`src/rtl/hazard_detection_unit.sv`:
```
// Hazard qualifiers for the stage stall/flush controller: load-use, branch-in-flight, delayed branch, miss.
// Optional HAZARD_STATS_EN adds saturating 32-bit stall/miss counters.
`timescale 1ns/1ps
module hazard_detection_unit #(
    parameter int unsigned REG_ADDR_WIDTH  = 5,
    parameter int unsigned WATCHDOG_CYCLES = 64
) (
    input  logic                      clk,
    input  logic                      rstN,
    input  logic                      decodeValid,
    input  logic                      decodeIsBranch,
    input  logic                      decodeUsesRs1,
    input  logic                      decodeUsesRs2,
    input  logic [REG_ADDR_WIDTH-1:0] decodeRs1,
    input  logic [REG_ADDR_WIDTH-1:0] decodeRs2,
    input  logic                      executeValid,
    input  logic                      executeIsLoad,
    input  logic                      executeWritesRd,
    input  logic [REG_ADDR_WIDTH-1:0] executeRd,
    input  logic                      branchResolved,
    input  logic                      branchMispredicted,
    output logic                      isDataHazard,
    output logic                      isBranchHazard,
    output logic                      isBranchHazardDelayed,
    output logic                      isMiss,
    output logic                      hazardTimeout
`ifdef HAZARD_STATS_EN
    ,
    output logic [31:0]               dataStallCount,
    output logic [31:0]               branchStallCount,
    output logic [31:0]               missCount
`endif
);

    localparam int unsigned CNT_W = $clog2(WATCHDOG_CYCLES);

    typedef enum logic {
        S_IDLE,
        S_WAIT_RESOLVE
    } state_t;

    state_t           r_state;
    state_t           w_state_nxt;
    logic [CNT_W-1:0] r_cnt;
    logic [CNT_W-1:0] w_cnt_nxt;
    logic             w_timeout_set;
    logic             r_timeout;
    logic             r_bh_dly;

    logic w_miss;
    logic w_dep;
    logic w_data;
    logic w_branch_start;
    logic w_bh;

    always_comb begin
        w_miss = branchResolved & branchMispredicted;
        w_dep  = (decodeUsesRs1 && (decodeRs1 == executeRd)) ||
                 (decodeUsesRs2 && (decodeRs2 == executeRd));
        w_data = decodeValid & executeValid & executeIsLoad & executeWritesRd &
                 (executeRd != '0) & w_dep & ~w_miss;
        w_branch_start = decodeValid & decodeIsBranch & ~w_data & ~w_miss;
        // A branch entering decode stalls fetch immediately, including the re-arm case.
        w_bh = ((r_state == S_WAIT_RESOLVE) & ~branchResolved) | w_branch_start;
    end

    always_ff @(posedge clk or negedge rstN) begin
        if (!rstN) begin
            r_state   <= S_IDLE;
            r_cnt     <= '0;
            r_timeout <= 1'b0;
        end else begin
            r_state <= w_state_nxt;
            r_cnt   <= w_cnt_nxt;
            if (w_timeout_set)
                r_timeout <= 1'b1;
        end
    end

    always_comb begin
        w_state_nxt   = r_state;
        w_cnt_nxt     = r_cnt;
        w_timeout_set = 1'b0;
        case (r_state)
            S_IDLE: begin
                if (w_branch_start) begin
                    w_state_nxt = S_WAIT_RESOLVE;
                    w_cnt_nxt   = '0;
                end
            end
            S_WAIT_RESOLVE: begin
                if (w_miss) begin
                    w_state_nxt = S_IDLE;
                end else if (branchResolved) begin
                    if (w_branch_start)
                        w_cnt_nxt = '0;
                    else
                        w_state_nxt = S_IDLE;
                end else begin
                    if (r_cnt != '1)
                        w_cnt_nxt = r_cnt + 1'b1;
                    if (r_cnt == CNT_W'(WATCHDOG_CYCLES - 1))
                        w_timeout_set = 1'b1;
                end
            end
            default: w_state_nxt = S_IDLE;
        endcase
    end

    always_ff @(posedge clk or negedge rstN) begin
        if (!rstN)
            r_bh_dly <= 1'b0;
        else
            r_bh_dly <= w_bh & ~w_miss;
    end

    // Combinational qualifiers are forced low while reset is asserted.
    always_comb begin
        isDataHazard          = rstN & w_data;
        isBranchHazard        = rstN & w_bh;
        isMiss                = rstN & w_miss;
        isBranchHazardDelayed = r_bh_dly;
        hazardTimeout         = r_timeout;
    end

`ifdef HAZARD_STATS_EN
    logic [31:0] r_data_cnt;
    logic [31:0] r_branch_cnt;
    logic [31:0] r_miss_cnt;

    always_ff @(posedge clk or negedge rstN) begin
        if (!rstN) begin
            r_data_cnt   <= '0;
            r_branch_cnt <= '0;
            r_miss_cnt   <= '0;
        end else begin
            if (w_data && (r_data_cnt != '1))
                r_data_cnt <= r_data_cnt + 32'd1;
            if (w_bh && (r_branch_cnt != '1))
                r_branch_cnt <= r_branch_cnt + 32'd1;
            if (w_miss && (r_miss_cnt != '1))
                r_miss_cnt <= r_miss_cnt + 32'd1;
        end
    end

    always_comb begin
        dataStallCount   = r_data_cnt;
        branchStallCount = r_branch_cnt;
        missCount        = r_miss_cnt;
    end
`endif

endmodule

```
`config.mk`:
```
export PLATFORM = sky130hd
export DESIGN_NAME = hazard_detection_unit
export DESIGN_NICKNAME = d
export VERILOG_FILES = /design/src/rtl/hazard_detection_unit.sv
export SDC_FILE = /design/constraint.sdc
export NUM_CORES = 1
export LEC_CHECK = 0
export ABC_AREA = 1
export CORE_UTILIZATION = 33
export CTS_CLUSTER_SIZE = 20
export DETAILED_ROUTE_END_ITERATION = 10
export DONT_BUFFER_PORTS = 1
export PLACE_DENSITY_LB_ADDON = 0.2
export SYNTH_ARGS = -nofsm -noshare
export SYNTH_HDL_FRONTEND = slang
export SYNTH_SLANG_ARGS = --single-unit
```
`constraint.sdc`:
```
create_clock -name clk -period 4.13 [get_ports clk]
set_clock_uncertainty 0.15 [all_clocks]
set_input_delay 1.0325 -clock clk [delete_from_list [all_inputs] [get_ports clk]]
set_output_delay 1.0325 -clock clk [all_outputs]
set_load 0.02 [all_outputs]
```
==> impl_metrics.csv <==
group,metric,value,unit
power,peakVddDrop,0.000210,V
sta,setup_viol,0,
clock_network,cts-buffers-inserted,3,
grt,top_usage_layer,"met2",
synthesis,syn-instance-count,118,
floorplan,core,1980,um^2
routing,ant_nets,0,
floorplan,dieArea,2340,um^2
synthesis,ys_ff_latch,9,
sta,fin_hold_ws,0.317,ns
sta,fin_tns_setup,0,ns
grt,grt_pass1_vias,673,
floorplan,start_util,0.357,
critical_path,cp-start-kind,"input pin",
sta,tightest_slew,0.473,ns
clock_network,clk_pin_slew,0.06,ns
power,total_power,0.000221,W
critical_path,critPathArrivalTime,1.92,ns
grt,antenna_found_initial,0,
cells_and_area,num_antenna_cells,0,
critical_path,slowest_stage,"a21oi_1",
floorplan,io_pins,31,
clock_network,cts_hold_buf,0,
clock_network,cts_tree,"yes",
critical_path,path_cells,"inv_2 > nand3_1 > nor3_1 > nor2_1 > nand2_2 > nand2_4 > a21oi_1",
grt,use_met2,0.232,
grt,grt_pass1_wl,2550,um
routing,num_vias,650,
synthesis,yosysWarnings,0,
critical_path,endpoint_kind,"primary output",
placed_design,dp_hpwl,1170,um
cells_and_area,drive_gt1_frac,0.139,
floorplan,die_h,48.3,um
cells_and_area,mostFrequentLayoutCells,"52 x nand2_1, 15 x nor2_1, 13 x inv_1, 9 x dfrtp_1, 7 x inv_2",
run,maxCapViolCount,0,
critical_path,critPathKind,"input pin to primary output",
clock_network,insertion_delay,0.25,ns
clock_network,cts_resized,0,
synthesis,synth_area,708,um^2
grt,grt_util_met3,0.0503,
worst_hold_path,hp-class,"input pin to async pin",
power,cellLeakagePower,0.466,nW
synthesis,syn-num-nets,145,
cells_and_area,layout.nets,150,
floorplan,die_w,48.3,um
routing,first_pass_iters,2,
grt,grt_overflow,0,
sta,finalCritPeriodShare,0.751,
sta,drv_slew,0,
synthesis,ys_types,16,
grt,grt_util_met1,0.171,
placed_design,portBuffers,0,
floorplan,num_rows,16,
routing,drt-vias-per-instance,4.36,
clock_network,htreeDepth,1,
status,status,"complete, no violations",
grt,grt_max_degree,11,
routing,drc,0,
critical_path,critPathMaxFanout,3,
clock_network,clockBufferDepth,2,
cells_and_area,area_growth,8.48,%
clock_network,cts_setup_buffers,0,
clock_network,cts_root_buf,"clkbuf_4",
critical_path,cp_data_required_time,2.95,ns
routing,routed_wl,1390,um
synthesis,avgSynthCellArea,6.00,um^2
sta,fin_crit,3.10,ns
routing,wl_per_cell,9.34,um
grt,grt_usage,0.139,
cells_and_area,final_common_cell,"nand2_1",
sta,relSlewSlack,0.686,
critical_path,slowest_delay,0.39,ns
routing,drt_iter0_drc,4,
sta,hold_viol,0,
placed_design,gp_congestion,0.820,
sta,rsz0062_at_grt,"false",
synthesis,seq_area_frac_synth,0.318,
clock_network,clock_sinks,9,
sta,fmax,0.322,GHz
power,power_density,288,nW/um^2
-- worst max-delay path, delay by kind of cell --
family	cells	cell delay, ns
simple gates	5	0.45
compound gates	1	0.39
buf+inv	1	0.04
-- through the flow --
step | instance area (um^2) | setup slack, ns | util | instances
after floorplan | 708 | 1.13 | - | 118
after global placement | 742 | 1.04 | 0.374 | 145
after detailed placement | 742 | 0.997 | 0.374 | 145
after CTS | 768 | 0.998 | 0.388 | 149
after global routing | 768 | 0.926 | 0.388 | 149
final | 768 | 1.03 | 0.388 | 149
-- per-layer routing --
metal,part of all wire,up-vias,wire [um]
li1,-,360,-
met1,0.49,273,676
met2,0.46,17,642
met3,0.052,0,73
met4,0,0,0
met5,0,-,0
-- Yosys cell counts (all sizes together) --
cell | number | share of area
nand3b | 1 | 0.011
inv | 20 | 0.11
ha | 1 | 0.018
or2 | 1 | 0.0088
xnor2 | 3 | 0.037
nand3 | 6 | 0.042
nor3 | 1 | 0.0071
nor2 | 17 | 0.097
and3 | 1 | 0.0088
dfrtp | 9 | 0.32
a21oi | 2 | 0.014
nand2 | 56 | 0.33
-- worst paths after layout --
| check | from | depth (start not counted) | to | slack [ns] |
|---|---|---|---|---|
| max | executeRd[4] | 7 | isBranchHazard | 1.03 |
| min | rstN | 0 | hazardTimeout | 0.32 |
| max reg2reg | r_cnt[0] | 9 | r_cnt[2] | 2.51 |
| min reg2reg | r_cnt[1] | 2 | r_cnt[1] | 0.37 |
| max in group asynchronous | rstN | 0 | r_cnt[2] | 3.45 |
| min in group clk | r_cnt[1] | 2 | r_cnt[1] | 0.37 |
-- report_power, final --
part,total (W),switching (W),leakage (nW),internal (W)
clock,0.0000664,0.0000293,0.0150,0.0000371
sequential,0.000108,0.00000977,0.121,0.0000984
combinational,0.0000468,0.0000282,0.330,0.0000185
total,0.000221,0.0000673,0.466,0.000154
-- kinds of logic (layout without fill, tap and decap cells) --
group                    after synthesis  in the layout  synth area share
flip-flops                             9              9             0.318
XOR/XNOR                               3              3            0.0371
buffers and inverters                 20             24             0.106
AND/OR/NAND/NOR                       83             83             0.507
AO/OA/AOI/OAI                          2              2            0.0141
adder cells (fa/ha/maj)                1              1            0.0177
-- final cells by class --
cell class | instances | area [um^2]
tap | 27 | 33.8
fill | 212 | 1210
clock buffer | 4 | 26.3
multi-input combinational | 89 | 408
inverter | 20 | 75.1
sequential | 9 | 225
-- flip-flops by register name (all words and copies together), names as in the netlist --
signal / flops
hazardTimeout: 1
r_cnt: 6
r_state: 1
isBranchHazardDelayed: 1
(Power assumes the default switching activity.)
